<file path="src/rtl/attack_scheduler_if.sv">
// rtl/attack_scheduler_if.sv - runtime, attack-ROM and spawn signals of the attack scheduler
interface attack_scheduler_if #(
    parameter int TIME_W  = 30,
    parameter int INDEX_W = 20
);
    logic [TIME_W-1:0]  current_time;
    logic [INDEX_W-1:0] attack_i;
    logic               sync_attack_time;
    logic               is_reset_stage;
    logic [INDEX_W-1:0] rom_addr;
    logic [39:0]        rom_data;
    logic [TIME_W-1:0]  next_attack_time;
    logic               update_attack_time;
    logic               spawn_valid;
    logic [3:0]         spawn_type;
    logic [9:0]         spawn_x;
    logic [9:0]         spawn_y;
    logic [7:0]         spawn_lifetime;
    logic [15:0]        spawn_count;

    modport master (
        output current_time, attack_i, sync_attack_time, is_reset_stage, rom_data,
        input  rom_addr, next_attack_time, update_attack_time,
        input  spawn_valid, spawn_type, spawn_x, spawn_y, spawn_lifetime, spawn_count
    );

    modport slave (
        input  current_time, attack_i, sync_attack_time, is_reset_stage, rom_data,
        output rom_addr, next_attack_time, update_attack_time,
        output spawn_valid, spawn_type, spawn_x, spawn_y, spawn_lifetime, spawn_count
    );
endinterface

</file>
<file path="src/rtl/attack_scheduler.sv">
// rtl/attack_scheduler.sv - fetches attack records, reports their spawn time and fires spawn events
module attack_scheduler #(
    parameter int TIME_W  = 30,
    parameter int INDEX_W = 20
) (
    input  logic               clk,
    input  logic               reset,
    attack_scheduler_if.slave  bus
);
    typedef enum logic [2:0] {IDLE, FETCH, LATCH, ACK, ARMED} state_t;

    state_t             state_q, state_d;
    logic [INDEX_W-1:0] rom_addr_q, rom_addr_d;
    logic [INDEX_W-1:0] armed_index_q, armed_index_d;
    logic [39:0]        rec_q, rec_d;
    logic [TIME_W-1:0]  next_time_q, next_time_d;
    logic               update_q, update_d;
    logic               spawn_valid_q, spawn_valid_d;
    logic [31:0]        spawn_rec_q, spawn_rec_d;
    logic [15:0]        spawn_count_q, spawn_count_d;
    logic [7:0]         delay;
    logic [TIME_W-1:0]  due_time;

    // In LATCH the record is still on the ROM bus, so take the delay straight from it
    assign delay    = (state_q == LATCH) ? bus.rom_data[39:32] : rec_q[39:32];
    assign due_time = bus.current_time + {{(TIME_W-8){1'b0}}, delay};

    always_ff @(posedge clk) begin
        if (reset) begin
            state_q       <= IDLE;
            rom_addr_q    <= '0;
            armed_index_q <= '0;
            rec_q         <= '0;
            next_time_q   <= '0;
            update_q      <= 1'b0;
            spawn_valid_q <= 1'b0;
            spawn_rec_q   <= '0;
            spawn_count_q <= '0;
        end else begin
            state_q       <= state_d;
            rom_addr_q    <= rom_addr_d;
            armed_index_q <= armed_index_d;
            rec_q         <= rec_d;
            next_time_q   <= next_time_d;
            update_q      <= update_d;
            spawn_valid_q <= spawn_valid_d;
            spawn_rec_q   <= spawn_rec_d;
            spawn_count_q <= spawn_count_d;
        end
    end

    always_comb begin
        state_d       = state_q;
        rom_addr_d    = rom_addr_q;
        armed_index_d = armed_index_q;
        rec_d         = rec_q;
        next_time_d   = next_time_q;
        update_d      = 1'b0;
        spawn_valid_d = 1'b0;
        spawn_rec_d   = spawn_rec_q;
        spawn_count_d = spawn_count_q;
        if (bus.is_reset_stage) begin
            state_d = IDLE;
            rec_d   = '0;
        end else begin
            case (state_q)
                IDLE: begin
                    if (!bus.sync_attack_time) begin
                        state_d    = FETCH;
                        rom_addr_d = bus.attack_i;
                    end
                end
                FETCH: state_d = LATCH;
                LATCH: begin
                    rec_d         = bus.rom_data;
                    armed_index_d = rom_addr_q;
                    state_d       = ACK;
                    update_d      = 1'b1;
                    next_time_d   = due_time;
                end
                ACK: begin
                    // Keep re-acknowledging with a fresh time until the runtime accepts
                    if (bus.sync_attack_time) begin
                        state_d = ARMED;
                    end else begin
                        update_d    = 1'b1;
                        next_time_d = due_time;
                    end
                end
                ARMED: begin
                    if (bus.attack_i != armed_index_q) begin
                        spawn_valid_d = 1'b1;
                        spawn_rec_d   = rec_q[31:0];
                        spawn_count_d = spawn_count_q + 16'd1;
                        if (!bus.sync_attack_time) begin
                            state_d    = FETCH;
                            rom_addr_d = bus.attack_i;
                        end else begin
                            state_d = IDLE;
                        end
                    end
                end
                default: state_d = IDLE;
            endcase
        end
    end

    assign bus.rom_addr           = rom_addr_q;
    assign bus.next_attack_time   = next_time_q;
    assign bus.update_attack_time = update_q;
    assign bus.spawn_valid        = spawn_valid_q;
    assign bus.spawn_type         = spawn_rec_q[31:28];
    assign bus.spawn_x            = spawn_rec_q[27:18];
    assign bus.spawn_y            = spawn_rec_q[17:8];
    assign bus.spawn_lifetime     = spawn_rec_q[7:0];
    assign bus.spawn_count        = spawn_count_q;
endmodule

</file>
<file path="src/flat_wrapper.sv">
// flat-port wrapper written by rule: the top's interface ports become plain ports
module attack_scheduler_flat 
#(
    parameter int TIME_W  = 30,
    parameter int INDEX_W = 20
)
  (clk, reset, bus_current_time, bus_attack_i, bus_sync_attack_time, bus_is_reset_stage, bus_rom_data, bus_rom_addr, bus_next_attack_time, bus_update_attack_time, bus_spawn_valid, bus_spawn_type, bus_spawn_x, bus_spawn_y, bus_spawn_lifetime, bus_spawn_count);
  attack_scheduler_if #(.TIME_W(TIME_W), .INDEX_W(INDEX_W)) bus_i ();
  input  logic clk;
  input  logic reset;
  input wire logic [$bits(bus_i.current_time)-1:0] bus_current_time;
  input wire logic [$bits(bus_i.attack_i)-1:0] bus_attack_i;
  input wire logic [$bits(bus_i.sync_attack_time)-1:0] bus_sync_attack_time;
  input wire logic [$bits(bus_i.is_reset_stage)-1:0] bus_is_reset_stage;
  input wire logic [$bits(bus_i.rom_data)-1:0] bus_rom_data;
  output wire logic [$bits(bus_i.rom_addr)-1:0] bus_rom_addr;
  output wire logic [$bits(bus_i.next_attack_time)-1:0] bus_next_attack_time;
  output wire logic [$bits(bus_i.update_attack_time)-1:0] bus_update_attack_time;
  output wire logic [$bits(bus_i.spawn_valid)-1:0] bus_spawn_valid;
  output wire logic [$bits(bus_i.spawn_type)-1:0] bus_spawn_type;
  output wire logic [$bits(bus_i.spawn_x)-1:0] bus_spawn_x;
  output wire logic [$bits(bus_i.spawn_y)-1:0] bus_spawn_y;
  output wire logic [$bits(bus_i.spawn_lifetime)-1:0] bus_spawn_lifetime;
  output wire logic [$bits(bus_i.spawn_count)-1:0] bus_spawn_count;
  assign bus_i.current_time = bus_current_time;
  assign bus_i.attack_i = bus_attack_i;
  assign bus_i.sync_attack_time = bus_sync_attack_time;
  assign bus_i.is_reset_stage = bus_is_reset_stage;
  assign bus_i.rom_data = bus_rom_data;
  assign bus_rom_addr = bus_i.rom_addr;
  assign bus_next_attack_time = bus_i.next_attack_time;
  assign bus_update_attack_time = bus_i.update_attack_time;
  assign bus_spawn_valid = bus_i.spawn_valid;
  assign bus_spawn_type = bus_i.spawn_type;
  assign bus_spawn_x = bus_i.spawn_x;
  assign bus_spawn_y = bus_i.spawn_y;
  assign bus_spawn_lifetime = bus_i.spawn_lifetime;
  assign bus_spawn_count = bus_i.spawn_count;
  attack_scheduler #(.TIME_W(TIME_W), .INDEX_W(INDEX_W)) u_core (.clk(clk), .reset(reset), .bus(bus_i));
endmodule
</file>
<file path="config.mk">
export PLATFORM = sky130hd
export DESIGN_NAME = attack_scheduler_flat
export DESIGN_NICKNAME = d
export VERILOG_FILES = /design/src/rtl/attack_scheduler_if.sv /design/src/rtl/attack_scheduler.sv /design/src/flat_wrapper.sv
export SDC_FILE = /design/constraint.sdc
export NUM_CORES = 1
export LEC_CHECK = 0
export CAP_MARGIN = 15
export CORE_ASPECT_RATIO = 1.5
export CORE_MARGIN = 2
export CORE_UTILIZATION = 45
export CTS_BUF_LIST = sky130_fd_sc_hd__clkbuf_8
export CTS_CLUSTER_DIAMETER = 100
export DETAILED_ROUTE_END_ITERATION = 12
export PLACE_DENSITY = 0.74
export SYNTH_ARGS = -nofsm -noshare
export SYNTH_HDL_FRONTEND = slang
export SYNTH_SLANG_ARGS = --single-unit
</file>
<file path="constraint.sdc">
create_clock -name clk -period 8 [get_ports clk]
set_input_delay 1.2 -clock clk [delete_from_list [all_inputs] [get_ports clk]]
set_output_delay 1.2 -clock clk [all_outputs]
set_load 0.02 [all_outputs]
</file>
# Word-level counts from Yosys, hierarchy flattened
# Cells that the tools add are included.
# word_totals
register_bits	163
latchBits	0
ramBits	0
rom_bits	0
inputBits	94
out_inout_bits	100
word_cells	46
mem_count	0
# op_classes
addsub	2
n_mul	0
div	0
magnitude_cmp	0
eq_ne	9
shift	0
n_mux	14
n_bitwise	2
n_reduce_logical	10
# ops
op	count
one-hot mux 30 bit (2 select lines)	1
two-way mux 20 bit	2
one-hot mux 20 bit (2 select lines)	1
adder 30 x 8 -> 30 bit	1
two-way mux 30 bit	1
inequality test 20 bit	1
adder 16 x 1 -> 16 bit (second input constant)	1
one-hot mux 3 bit (5 select lines)	1
AND reduction 3 bit	4
two-way mux 3 bit	3
two-way mux 8 bit	1
equality test 3 x 2 -> 1 bit (second input constant)	2
inequality test 2 bit (second input constant)	3
nonzero test 2 bit	2
equality test 3 x 1 -> 1 bit (second input constant)	1
equality test 3 bit (second input constant)	1
logical NOT 3 bit	1
two-way mux 1 bit	3
OR reduction 3 bit	1
inequality test 2 x 1 -> 1 bit (second input constant)	1
inverter 1 bit	2
one-hot mux 1 bit (2 select lines)	1
AND reduction 2 bit	1
OR reduction 2 bit	1

# Depth between registers and ports, before layout
# logic_depth
word_depth	5
depth_mapped	15
mapped_depth_nobuf	13

# Least setup slack after synthesis
# OpenSTA, ideal clock, no wires.
# synth_path
path_type	in2reg
from	input bus_rom_data[32]
to	register u_core.next_time_q[28] (netlist: u_core.bus.next_attack_time[28])
setup_time_ns	0.133
t_arrival_ns	3.020
t_required_ns	7.867
slack_ns	4.847
path_stages	12
path_buffers	1
cell_sequence	nand2_1 > nand2_1 > ha_1 > inv_1 > fa_1 > nand2b_1 > a21oi_1 > o211ai_2 > buf_2 > nor3_1 > xnor2_1 > a21oi_1
# synth_between
elab_chain_len	4
# synth_lines
item	line_no	text
from (decl)	flat_wrapper.sv:15	input wire logic [$bits(bus_i.rom_data)-1:0] bus_rom_data;
two-way mux 8 bit *	attack_scheduler.sv:25	assign delay = (state_q == LATCH) ? bus.rom_data[39:32] : rec_q[39:32];
adder 30 x 8 -> 30 bit *	attack_scheduler.sv:26	assign due_time = bus.current_time + {{(TIME_W-8){1'b0}}, delay};
two-way mux 30 bit	attack_scheduler.sv:83	if (bus.sync_attack_time) begin
one-hot mux 30 bit (2 select lines) *	attack_scheduler.sv:66	case (state_q)
to (signal assigned)	attack_scheduler.sv:44	next_time_q <= next_time_d;
to (decl)	attack_scheduler.sv:16	logic [TIME_W-1:0] next_time_q, next_time_d;
# Every way passes the cells marked *; elsewhere a longest branch is shown, timed or not. The select of a mux whose other input is x is not followed.
# A chain may end at the register's enable or synchronous reset.

# Worst setup path in the final report
# layout_path
from	input bus_rom_data[32]
to	register u_core.next_time_q[20] (netlist: u_core.bus.next_attack_time[20])
# Same word-level chain as after synthesis.

==> results by group <==
Global routing
  • All-Layer GR Usage: 0.211
  • Largest net degree at the start of global routing: between 80 and 90
  • Initial antenna violation count: 0
  • Vias in the first global route: 5888
  • Grt ovf: 0
  • First-pass GRT wire length: 28.2 mm

Yosys
  • Sequential area share after synthesis: 0.471
  • Ys Warns: 0
  • FF+latch count, synth: ~160
  • Number of synthesized flops with an enable pin: 0
  • Main synth FF type: dfxtp_1
  • Async S/R FF share, synth: 0
  • Post-synthesis cell type count: 54
  • Syn_nets: 909
  • Mapped Area: 6930 um^2
  • Mapped Cells: 805
  • Syn_area_per_cell: roughly 8.6 um^2

Flow run
  • Max Cap Viol: 0

Worst hold path
  • HP Class: flop to flop
  • Worst hold start: u_core.rec_q[29]

Clock tree
  • H-tree depth: 4
  • Cts hold-fix bufs: 0
  • Clk sinks: ~160
  • Root buffer cell: clkbuf_8
  • Latest clock arrival within the worst-skew pair: between 0.4 and 0.5 ns
  • Max clock buf depth: 2
  • CTS buffer count: 17
  • Post-cts sizing count: 0
  • CTS tree: built
  • Setup bufs post-CTS: 0
  • Clock-pin slew on the worst setup and hold paths: around 0.090 ns

Detailed routing
  • Initial detailed-routing violation count: roughly 180
  • Vias: between 6000 and 7000
  • Routed len/inst: about 15 um
  • # DRC: 0
  • Via/cell ratio: 5.13
  • First-pass DRT Iterations: 4
  • Antenna-violating nets left: 0
  • WL final: 17.4 mm

Cells and area
  • Final Instance Area: 9330 um^2
  • Share of layout cells above drive strength 1: 0.0596
  • Fin util: 0.619
  • Area Overhead vs Synth: 34.5%
  • Finished Layout Cells: around 1200
  • # diodes: 0
  • Nets: around 1100

STA
  • Clock Skew: ~0.018 ns
  • Final setup fails: 0
  • Setup WS post-layout: around 4.5 ns
  • Fmax: around 280 MHz
  • Fin. Hold Viols: 0
  • Setup TNS: 0 ns
  • Worst slew margin: 0.283
  • Max Slew Vio Count: 0
  • Post-layout minimum cycle time: ~3.5 ns
  • Worst-Margin Slew: approximately 1.1 ns
  • RSZ-0062 raised after global routing: no
  • Period Utilization, post-route: 0.444

Critical path
  • CP cell instances: clkdlybuf4s50_1 -> nand2_1 -> nand2_1 -> ha_1 -> inv_1 -> fa_1 -> nand2b_1 -> a21oi_1 -> o211ai_2 -> or3_1 -> a311oi_1
  • CP Max Fanout: 14
  • Crit Path Category: input port to flop
  • CP max stage cell: clkdlybuf4s50_1
  • CP Launch Point: bus_rom_data[32]
  • Worst EP required: around 8.4 ns
  • Arr. time, crit path: between 3 and 4 ns
  • Crit path capture type: flop
  • Setup crit start kind: input port
  • Family with the most delay on the worst path: compound AO/OA/AOI/OAI gates
  • RR Startpoint: u_core.state_q[2]
  • Buffers & Inverters on Critical Path: 2
  • Max incr delay on CP: about 0.45 ns
  • Most frequent CP cell: nand2_1

Placed design
  • Inst Count DP: 1157
  • Gpl congestion: around 0.91
  • DP Area: 8960 um^2
  • Post-DP HPWL: 12.0 mm
  • Port bufs: between 150 and 200
  • DP Worst Slack: 3.99 ns

Run status
  • Status: completed

Floorplanning
  • Die ar.: 16400 um^2
  • Rows: 55
  • Die width: 105 um
  • Io pins: 194
  • Initial core utilization: 0.460
  • Core Region: about 15000 um^2
  • DIE HEIGHT: ~160 um

Pwr
  • Leak: about 3.7 nW
  • Peak VDD IR: about 90 uV
  • Pwr/cell area: around 170 nW/um^2
## path summary, 6_finish.rpt
kind                                endpoint  slack, ns  cells after the start
min reg2reg                 u_core.rec_q[29]       0.46                      2
max          u_core.bus.next_attack_time[20]       4.45                     11
min                         u_core.rec_q[29]       0.46                      2
max reg2reg  u_core.bus.next_attack_time[20]       4.53                     13
## layout make-up
cell class	count	area [um^2]
Clock buffer	18	248
Timing Repair Buffer	199	1970
Inverter	11	41.3
Fill cell	1303	5750
Tap cell	199	249
Sequential cell	163	3260
Multi-Input combinational cell	585	3430
Clock inverter	14	120
## layer usage
layer | share of wire | GRT usage
met1 | 0.40 | 0.228
met2 | 0.51 | 0.380
met3 | 0.062 | 0.0622
met4 | 0.024 | 0.0933
met5 | 0 | 0
## stage by stage
step | hold WS (ns) | power, mW
after floorplan | 0.436 | 0.917
after global placement | 0.441 | 1.00
after detailed placement | 0.446 | 1.00
after CTS | 0.458 | 1.56
after global routing | 0.470 | 1.61
final | 0.457 | 1.54
## synth_stat cells, drive strengths merged (7+ instances only)
master    n  area, um^2
a211oi   12        95.1
a21oi    85         425
and3      7        43.8
buf       9        76.3
clkbuf   37         139
dfxtp   163        3260
ha        9         113
inv      11        41.3
mux2i    54         541
nand2   160         601
nand3    14        70.1
nand4     7        58.8
nor2     96         363
nor2b     8        50.1
nor3      7        40.0
nor4     11        68.8
o21ai    14        81.3
or3       9        56.3
xnor2    11        96.3
xor2     31         272
## cells in the final DEF (no fill, tap or decap), types with 3 or more instances in the layout
cell type	synthesis	routed
nand2b_1	3	3
nand4_1	6	6
a21oi_1	85	85
mux2_2	6	6
xnor2_1	11	11
a211oi_1	11	11
nor2_1	95	94
o21bai_1	6	6
or4_1	5	5
nor2b_1	8	8
and3_1	7	7
xor2_1	31	31
inv_6	0	5
nor4_1	11	11
mux2i_1	54	54
clkdlybuf4s50_1	0	192
clkbuf_8	0	18
o31ai_1	3	3
or3_1	9	9
a311oi_1	4	4
nand3_1	14	14
buf_4	3	7
dfxtp_1	163	163
ha_1	9	9
inv_1	11	12
nand2_1	160	160
o21ai_0	11	11
clkinv_4	0	4
nor3_1	6	5
## worst reg2reg max path, stage by stage, from the launching register on
cell and delay [ns]:
dfxtp_1 0.46, nor2b_1 0.12, nand2b_1 0.08, buf_4 0.39
nand2_1 0.15, nand2_1 0.09, ha_1 0.16, inv_1 0.06
fa_1 0.37, nand2b_1 0.18, a21oi_1 0.32, o211ai_2 0.33
or3_1 0.41, a311oi_1 0.26
## state kept, by name (all words and copies together) (netlist names), 3 cells and up
name                         count
u_core.bus.next_attack_time     30
u_core.bus.rom_addr             20
u_core.spawn_rec_q              32
u_core.rec_q                    40
u_core.state_q                   3
u_core.bus.spawn_count          16
u_core.armed_index_q            20
## power by group
group	internal [mW]	total [mW]	leakage [nW]	switching (mW)
clock	0.233	0.561	0.186	0.328
combinational	0.0789	0.154	2.16	0.0752
sequential	0.821	0.828	1.32	0.00705
## cells by family after synthesis
kind of cell / synth area share
compound gates: 0.115
xor+xnor: 0.0531
fa+ha+maj: 0.0206
buf+inv: 0.0370
flops: 0.471
mux: 0.0877
simple gates: 0.216
Power figures use the tool's default switching activity.
